**src/rtl/ccff_chain_loader.sv**
```systemverilog
// ccff_chain_loader: serialises bitstream words onto a configuration chain,
// then recirculates the chain once to verify the loaded ones-count.
`default_nettype none

module ccff_chain_loader #(
  parameter int WORD_WIDTH = 8,
  parameter int CHAIN_LEN  = 8,
  parameter int CNT_W      = $clog2(CHAIN_LEN + 1)
) (
  input  logic                  prog_clk,
  input  logic                  prog_reset,
  input  logic                  start,
  input  logic [WORD_WIDTH-1:0] word_in,
  input  logic                  word_valid,
  output logic                  word_ready,
  output logic                  ccff_head,
  output logic                  ccff_clk_en,
  input  logic                  ccff_tail,
  output logic                  busy,
  output logic                  done,
  output logic                  error
);

  localparam int BL_W  = $clog2(WORD_WIDTH + 1);
  localparam int SUM_W = ((CNT_W > BL_W) ? CNT_W : BL_W) + 1;
  localparam logic [CNT_W-1:0] LEN      = CNT_W'(CHAIN_LEN);
  localparam logic [CNT_W-1:0] LEN_M1   = CNT_W'(CHAIN_LEN - 1);

  localparam logic [1:0] S_IDLE     = 2'd0;
  localparam logic [1:0] S_LOAD     = 2'd1;
  localparam logic [1:0] S_READBACK = 2'd2;
  localparam logic [1:0] S_DONE     = 2'd3;

  logic [1:0]            state_q, state_d;
  logic [CNT_W-1:0]      bits_sent_q, bits_sent_d;
  logic [CNT_W-1:0]      ones_loaded_q, ones_loaded_d;
  logic [CNT_W-1:0]      ones_read_q, ones_read_d;
  logic [CNT_W-1:0]      rb_cnt_q, rb_cnt_d;
  logic [WORD_WIDTH-1:0] buf_q, buf_d;
  logic [BL_W-1:0]       buf_left_q, buf_left_d;
  logic                  head_q, head_d;
  logic                  clk_en_q, clk_en_d;
  logic                  error_q, error_d;

  logic                  w_issue;
  logic                  w_need_more;
  logic                  w_accept;
  logic                  w_idle_start;
  logic [SUM_W-1:0]      w_sent_next;
  logic [SUM_W-1:0]      w_remaining;
  logic [BL_W-1:0]       w_load_len;
  logic [CNT_W-1:0]      w_ones_read_next;

  assign w_issue      = (state_q == S_LOAD) && (buf_left_q != '0);
  assign w_need_more  = (SUM_W'(bits_sent_q) + SUM_W'(buf_left_q)) < SUM_W'(CHAIN_LEN);
  assign w_accept     = word_valid && word_ready;
  assign w_idle_start = start && ((state_q == S_IDLE) || (state_q == S_DONE));
  // A word is sized against what the chain still needs after this cycle's issue.
  assign w_sent_next  = SUM_W'(bits_sent_q) + SUM_W'(w_issue);
  assign w_remaining  = SUM_W'(CHAIN_LEN) - w_sent_next;
  assign w_load_len   = (w_remaining < SUM_W'(WORD_WIDTH)) ? BL_W'(w_remaining)
                                                           : BL_W'(WORD_WIDTH);
  assign w_ones_read_next = ones_read_q + CNT_W'(ccff_tail);

  always_ff @(posedge prog_clk or posedge prog_reset) begin
    if (prog_reset) begin
      state_q       <= S_IDLE;
      bits_sent_q   <= '0;
      ones_loaded_q <= '0;
      ones_read_q   <= '0;
      rb_cnt_q      <= '0;
      buf_q         <= '0;
      buf_left_q    <= '0;
      head_q        <= 1'b0;
      clk_en_q      <= 1'b0;
      error_q       <= 1'b0;
    end else begin
      state_q       <= state_d;
      bits_sent_q   <= bits_sent_d;
      ones_loaded_q <= ones_loaded_d;
      ones_read_q   <= ones_read_d;
      rb_cnt_q      <= rb_cnt_d;
      buf_q         <= buf_d;
      buf_left_q    <= buf_left_d;
      head_q        <= head_d;
      clk_en_q      <= clk_en_d;
      error_q       <= error_d;
    end
  end

  always_comb begin
    state_d = state_q;
    case (state_q)
      S_IDLE, S_DONE: if (start) state_d = S_LOAD;
      S_LOAD:         if (bits_sent_q == LEN) state_d = S_READBACK;
      S_READBACK:     if (rb_cnt_q == LEN_M1) state_d = S_DONE;
      default:        state_d = S_IDLE;
    endcase
  end

  always_comb begin
    bits_sent_d   = bits_sent_q;
    ones_loaded_d = ones_loaded_q;
    ones_read_d   = ones_read_q;
    rb_cnt_d      = rb_cnt_q;
    buf_d         = buf_q;
    buf_left_d    = buf_left_q;
    head_d        = head_q;
    clk_en_d      = 1'b0;
    error_d       = error_q;
    if (w_idle_start) begin
      bits_sent_d   = '0;
      ones_loaded_d = '0;
      ones_read_d   = '0;
      rb_cnt_d      = '0;
      buf_left_d    = '0;
      error_d       = 1'b0;
    end else if (state_q == S_LOAD) begin
      if (w_issue) begin
        head_d        = buf_q[WORD_WIDTH-1];
        clk_en_d      = 1'b1;
        buf_d         = buf_q << 1;
        buf_left_d    = buf_left_q - BL_W'(1);
        bits_sent_d   = bits_sent_q + CNT_W'(1);
        ones_loaded_d = ones_loaded_q + CNT_W'(buf_q[WORD_WIDTH-1]);
      end
      if (w_accept) begin
        buf_d      = word_in;
        buf_left_d = w_load_len;
      end
      // The last loaded bit is in flight; the first recirculation edge follows it.
      if (bits_sent_q == LEN) clk_en_d = 1'b1;
    end else if (state_q == S_READBACK) begin
      ones_read_d = w_ones_read_next;
      rb_cnt_d    = rb_cnt_q + CNT_W'(1);
      if (rb_cnt_q == LEN_M1) error_d = (w_ones_read_next != ones_loaded_q);
      else                    clk_en_d = 1'b1;
    end
  end

  always_comb begin
    word_ready  = (state_q == S_LOAD) && w_need_more &&
                  ((buf_left_q == '0) || (buf_left_q == BL_W'(1)));
    busy        = (state_q == S_LOAD) || (state_q == S_READBACK);
    done        = (state_q == S_DONE);
    ccff_head   = (state_q == S_READBACK) ? ccff_tail : head_q;
    ccff_clk_en = clk_en_q;
    error       = error_q;
  end

endmodule

`default_nettype wire

```
**config.mk**
```make
export PLATFORM = sky130hd
export DESIGN_NAME = ccff_chain_loader
export DESIGN_NICKNAME = d
export VERILOG_FILES = /design/src/rtl/ccff_chain_loader.sv
export SDC_FILE = /design/constraint.sdc
export NUM_CORES = 1
export LEC_CHECK = 0
export CAP_MARGIN = 20
export CORE_MARGIN = 8
export CORE_UTILIZATION = 52
export CTS_CLUSTER_DIAMETER = 150
export DETAILED_ROUTE_END_ITERATION = 12
export PLACE_DENSITY = 0.74
export SYNTH_ARGS = -nofsm -noshare
export SYNTH_HDL_FRONTEND = slang
export SYNTH_SLANG_ARGS = --single-unit
```
**constraint.sdc**
```tcl
create_clock -name prog_clk -period 2.3 [get_ports prog_clk]
set_input_delay 0.69 -clock prog_clk [delete_from_list [all_inputs] [get_ports prog_clk]]
set_output_delay 0.69 -clock prog_clk [all_outputs]
set_load 0.01 [all_outputs]
```
==> results of run 1 <==
[cells by family (layout without fill, tap and decap cells)]
family | after synthesis | after routing | share of synthesized area, %
AOI/OAI and AO/OA | 42 | 42 | 12.9
xor gates and xnor gates | 13 | 13 | 5.47
buffers and inverters | 26 | 82 | 5.83
DFF | 33 | 33 | 39.7
adders and majority gates | 24 | 24 | 14.4
muxes | 2 | 2 | 1.02
and+or+nand+nor | 87 | 87 | 20.7
[sequential cells by signal, summed over array words and instances (netlist names)]
register       flops
bits_sent_q        4
buf_left_q         4
buf_q              8
ccff_clk_en        1
error              1
head_q             1
ones_loaded_q      4
ones_read_q        4
rb_cnt_q           4
state_q            2
[layer usage]
layer / up-vias / track usage [%] / routed length [µm]
li1: 921 / - / -
met1: 902 / 19.0 / 2120
met2: 38 / 24.9 / 2310
met3: 8 / 3.16 / 180
met4: 0 / 6.85 / 81
met5: - / 0 / 0
[per-stage QoR]
stage | hold slack, ns | area, µm² | total power, mW | utilization, %
final | 0.501 | 2680 | 3.28 | 68.4
after floorplan | 0.465 | 2100 | 2.07 | -
after detailed placement | 0.491 | 2520 | 2.75 | 64.3
after CTS | 0.509 | 2610 | 3.18 | 66.6
after global routing | 0.515 | 2680 | 3.55 | 68.4
after global placement | 0.473 | 2520 | 2.69 | 64.3
[synthesized netlist by cell type (2+ instances only)]
library cell,n,area (µm²)
xor2_1,5,43.8
o21ai_0,13,65.1
nand2b_1,3,18.8
o31ai_1,2,15.0
dfrtp_1,33,826
nand2_1,28,105
nor2_1,9,33.8
inv_1,14,52.6
a211oi_1,4,30.0
xnor2_1,8,70.1
a21oi_1,12,60.1
nand4_1,18,113
nor3_1,3,15.0
clkbuf_1,8,30.0
a22o_1,4,35.0
nand3_1,20,100
ha_1,24,300
[layout by cell type (no fill, tap or decap), types with 2 or more instances in the layout]
cell type        count
buf_4               41
dfrtp_1             33
nand2_1             28
ha_1                21
nand3_1             20
nand4_1             18
clkdlybuf4s50_1     15
o21ai_0             13
a21oi_1             12
inv_1               11
nor2_1               8
xnor2_1              8
xor2_1               5
clkbuf_8             5
a22o_1               4
nand2b_1             3
a211oi_1             3
inv_2                3
a211oi_2             2
nor3_1               2
o31ai_1              2
ha_2                 2
clkinv_2             2
[critical path, delay by kind of cell, from the launching register on]
| family | cells | cell delay (ns) |
|---|---|---|
| fa+ha+maj | 1 | 0.30 |
| buf+inv | 1 | 0.15 |
| flops | 1 | 0.38 |
| simple gates | 3 | 0.52 |
[how the worst min path moves through the flow]
stage	startpoint	end	slack (ns)	cells after the start
after floorplan	buf_q[0]	buf_q[0]	0.47	1
after global placement	buf_q[0]	buf_q[0]	0.47	1
after detailed placement	ones_read_q[0]	ones_read_q[0]	0.49	1
after CTS	head_q	head_q	0.51	2
after global routing	buf_q[0]	buf_q[0]	0.52	1
final	head_q	head_q	0.50	2
[final cells by class]
| type | instances | area (µm²) |
|---|---|---|
| multi-input combinational | 168 | 1160 |
| fill | 326 | 1240 |
| inverter | 14 | 52.6 |
| clock inverter | 2 | 10.0 |
| sequential | 33 | 826 |
| timing repair buffer | 60 | 488 |
| clock buffer | 6 | 72.6 |
| tap | 50 | 62.6 |
[repair_timing]
action                     4_1_cts  5_1_grt
buffers inserted                 2        7
pin swaps                        0        7
resized for setup                7        7
setup endpoints to repair        4        6
[report_power, final]
group | switching [mW] | total, mW | internal, mW
Combinational | 1.02 | 1.96 | 0.940
Sequential | 0.134 | 0.902 | 0.768
Clock | 0.210 | 0.419 | 0.210
==> metrics, run 1 <==
GP Congestion 0.825; Total Routing Usage GR 15.3%; RSZ-0062 raised after global routing true; Final HPWL DP 3390 µm; status complete, but fails checks; Tmin final 2.32 ns; reg2reg end buf_q[3]; Initial Util 53.2%; total length of routed wires 4690 µm; sequential fraction of the synthesis area 39.7%; Max clock buf depth 2; HP Class flop to flop; DR vias 1869; Die Height 79.3 µm; Net Count, Synth 264; Post-synth ARST share 100%; largest net degree at the start of global routing 34; die area 6280 µm²; Post-Synthesis Cells 227; IO buf count 18; Max-cap violations 0; DRC viols 0; core area 3910 µm²; Final WS setup -0.0226 ns; upper clock frequency limit 431 MHz; dpl ws -0.240 ns; Synth Cell Area 2080 µm²; crit path launch type flop; pwr dens 1230 nW/µm²; Final Max Slew Viols 0; Max IR drop VDD 0.659 mV; Distinct cells, synth 36; Inserted Clock Buffers 5; max_slew headroom 68.4%; final antenna-violating net count 0; critical path type flop to output port; fraction of layout cells with a size suffix above 1 22.3%; critical path peak fanout 2; DRT iter0 DRCs 98; vias in the first global route 1746; failing checks setup timing; DRT Pass-1 Iters 4; Final Setup Violations 1; #FFs+latches synth 33; Final #Nets 319; Reg2Reg Setup Slack 0.10 ns; dominant synthesized flop cell dfrtp_1; CP endpoint kind output port; CP endpoint word_ready; drt wl/cell 14.1 µm; # hold bufs at CTS 0; Critical Path AT 1.63 ns; num rows 23; Reg2Reg Depth 8; dpl cells 316; Leakage 1.26 nW; setup TNS -0.0226 ns; via/cell ratio 5.61; sequence of cells on the critical path ha_1 > nor4_2 > nand2_1 > nor3_2 > buf_2; initial antenna violation count 0; reg-to-reg startpoint bits_sent_q[3]; CTS root buf clkbuf_8; n_diodes 0; fin cells 333; worst setup path startpoint bits_sent_q[3]; CTS tree built; Post-Route Skew 0.00364 ns; first-pass GRT wire length 7700 µm; clk_lat worst skew 0.28 ns; YS warnings 0; Clk pin slew, worst setup/hold paths 0.07 ns; Tcrit/Tclk final 101%; max incr delay on CP 0.38 ns; gr ovfl total 0; Final Hold Vio Count 0; Avg Inst Size Synth 9.17 µm²; EDFF count, synth 0; actual slew at the worst max-slew pin 0.472 ns; Area growth, synth to finish 28.5%; worst path required time 1.61 ns; # IOs 19; Die Wd 79.3 µm; clock sinks 33; CP max stage cell dfrtp_1; H-tree Lvls 2
No activity file was read; power rests on OpenSTA's default activity.
==> run 2: changes to the inputs <==
Settings changed: CORE_MARGIN 8 to 2, PLACE_DENSITY 0.74 to 0.77.
==> run 2 against run 1 <==
The flow now finishes without violations. Maximum frequency increased by 3.5%. Total power increased by 5.9%. Routed wire length is 0.47% lower. Critical path type unchanged. Non-clock buffer count decreased by 11. Core utilization grew 3.6 points. Critical path depth unchanged. Register-to-register slack about the same. Sequential power grew 0.8%. Worst hold slack lost 0.0040 ns.
==> metrics, run 2 (same netlist as run 1, synthesis figures left out) <==
DRT Pass-1 Iters 4 (unchanged); max incr delay on CP 0.40 ns (was 0.38 ns); fin cells 320 (was 333); crit path launch type flop (unchanged); sequence of cells on the critical path ha_2 > nor4_2 > nand2_1 > nor3_2 > buf_2 (was ha_1 > nor4_2 > nand2_1 > nor3_2 > buf_2); core area 3740 µm² (was 3910 µm²); Final WS setup 0.0554 ns (was -0.0226 ns); switching power 1.41 mW (was 1.36 mW); CP max stage cell dfrtp_1 (unchanged); DRT iter0 DRCs 98 (unchanged); upper clock frequency limit 446 MHz (was 431 MHz); CTS root buf clkbuf_8 (unchanged); total length of routed wires 4660 µm (was 4690 µm); via/cell ratio 5.69 (was 5.61); fraction of layout cells with a size suffix above 1 21.3% (was 22.3%); Final Setup Violations 0 (was 1); vias in the first global route 1725 (was 1746); gr ovfl total 0 (unchanged); Total Routing Usage GR 23.3% (was 15.3%); die area 4530 µm² (was 6280 µm²); Max-cap violations 0 (unchanged); Final HPWL DP 3150 µm (was 3390 µm); DRC viols 0 (unchanged); worst path required time 1.61 ns (about the same); clock sinks 33 (unchanged); Final Hold Vio Count 0 (unchanged); Clk pwr share 16.5% (was 12.8%); dpl cells 306 (was 316); dpl ws -0.232 ns (was -0.240 ns); Critical Path AT 1.55 ns (was 1.63 ns); post-layout util 72.0% (was 68.4%); max FFs per register 8 (unchanged); Tmin final 2.24 ns (was 2.32 ns); final antenna-violating net count 0 (unchanged); Post-Route Skew 0.00689 ns (was 0.00364 ns); DR vias 1822 (was 1869); CP endpoint kind output port (unchanged); initial antenna violation count 0 (unchanged); switching portion of total power 40.6% (was 41.5%); status complete, no violations (was complete, but fails checks); actual slew at the worst max-slew pin 0.452 ns (was 0.472 ns); fin area 2690 µm² (was 2680 µm²); IO buf count 18 (unchanged); commonest cells after routing, fill and taps aside dfrtp_1 (33), buf_4 (29), nand2_1 (28) (was buf_4 (41), dfrtp_1 (33), nand2_1 (28)); drt wl/cell 14.6 µm (was 14.1 µm); # IOs 19 (unchanged); HP Class flop to flop (unchanged); Final #Nets 308 (was 319); Die Wd 67.3 µm (was 79.3 µm); H-tree Lvls 2 (unchanged); critical path type flop to output port (unchanged); Initial Util 55.6% (was 53.2%); Leakage 1.23 nW (was 1.26 nW); Area growth, synth to finish 29.4% (was 28.5%); Die Height 67.3 µm (was 79.3 µm); Max clock buf depth 2 (unchanged); most common cell after layout, fill and taps aside dfrtp_1 (was buf_4); GP Congestion 0.825 (about the same); clk_lat worst skew 0.29 ns (was 0.28 ns); Biggest register buf_q (unchanged); CTS tree built (unchanged); largest net degree at the start of global routing 34 (unchanged); first-pass GRT wire length 7800 µm (was 7700 µm); Min Hold Slack 0.497 ns (was 0.501 ns); max_slew headroom 69.8% (was 68.4%); Int Pwr 2.06 mW (was 1.92 mW); Area after DPL 2470 µm² (was 2520 µm²); Max IR drop VDD 1.03 mV (was 0.659 mV); Clk pin slew, worst setup/hold paths 0.07 ns (about the same); Final Max Slew Viols 0 (unchanged); sequential share of power 26.2% (was 27.5%); Tcrit/Tclk final 97.6% (was 101%); n_diodes 0 (unchanged); logic gate share of total power 57.3% (was 59.7%); num rows 22 (was 23); Inserted Clock Buffers 5 (unchanged); critical path peak fanout 3 (was 2); pwr dens 1290 nW/µm² (was 1230 nW/µm²)
run 2: cell type report:
| type | instances | area, µm² |
|---|---|---|
| inverters | 14 | 52.6 |
| multi-input cells | 168 | 1220 |
| clock inverters | 1 | 30.0 |
| well taps | 48 | 60.1 |
| flip-flops and latches | 33 | 826 |
| clock buffers | 7 | 86.3 |
| repair buffers | 49 | 418 |
| fillers | 304 | 1050 |
run 2: worst max-delay path: cells and delay by family (launching register included):
kind | cells | cell delay (ns)
simple gates | 3 | 0.52
buf+inv | 1 | 0.15
flops | 1 | 0.40
fa+ha+maj | 1 | 0.19
run 2: what timing repair did:
item,in CTS,in global routing
pin swaps,4,6
endpoints found under the setup margin,5,6
buffers inserted,0,6
hold buffers,0,0
gates resized for setup,10,14
run 2: layer usage:
metal	up-vias	routed length (µm)	share of wire [%]	GRT usage [%]
li1	898	-	-	-
met1	885	2040	44	27.8
met2	31	2350	50	40.2
met3	8	184	3.9	5.67
met4	0	87	1.9	9.18
met5	-	0	0	0
run 2: path summary, 6_finish.rpt:
| path | to | from | slack, ns | cells past startpoint |
|---|---|---|---|---|
| max in group asynchronous | rb_cnt_q[1] | prog_reset | 1.20 | 3 |
| min in group asynchronous | buf_left_q[3] | prog_reset | 0.79 | 3 |
| setup reg to reg | buf_left_q[3] | buf_left_q[0] | 0.09 | 13 |
| hold / removal | buf_q[0] | buf_q[0] | 0.50 | 1 |
| hold reg to reg | buf_q[0] | buf_q[0] | 0.50 | 1 |
| setup / recovery | word_ready | bits_sent_q[2] | 0.06 | 5 |
run 2: power by group through the flow:
stage	Combinational [mW]	Sequential (mW)	Clock, mW
2_1_floorplan	1.17	0.903	0
3_3_place_gp	1.71	0.908	0
3_5_place_dp	1.76	0.914	0
4_1_cts	1.80	0.904	0.581
5_1_grt	2.21	0.934	0.609
6_report	1.99	0.909	0.573
run 2: per-stage QoR:
step                setup TNS (ns)  total power, mW
floorplan                        0             2.07
finish                           0             3.47
global route               -0.0252             3.75
CTS                              0             3.28
detailed placement          -0.481             2.68
global placement            -0.459             2.62
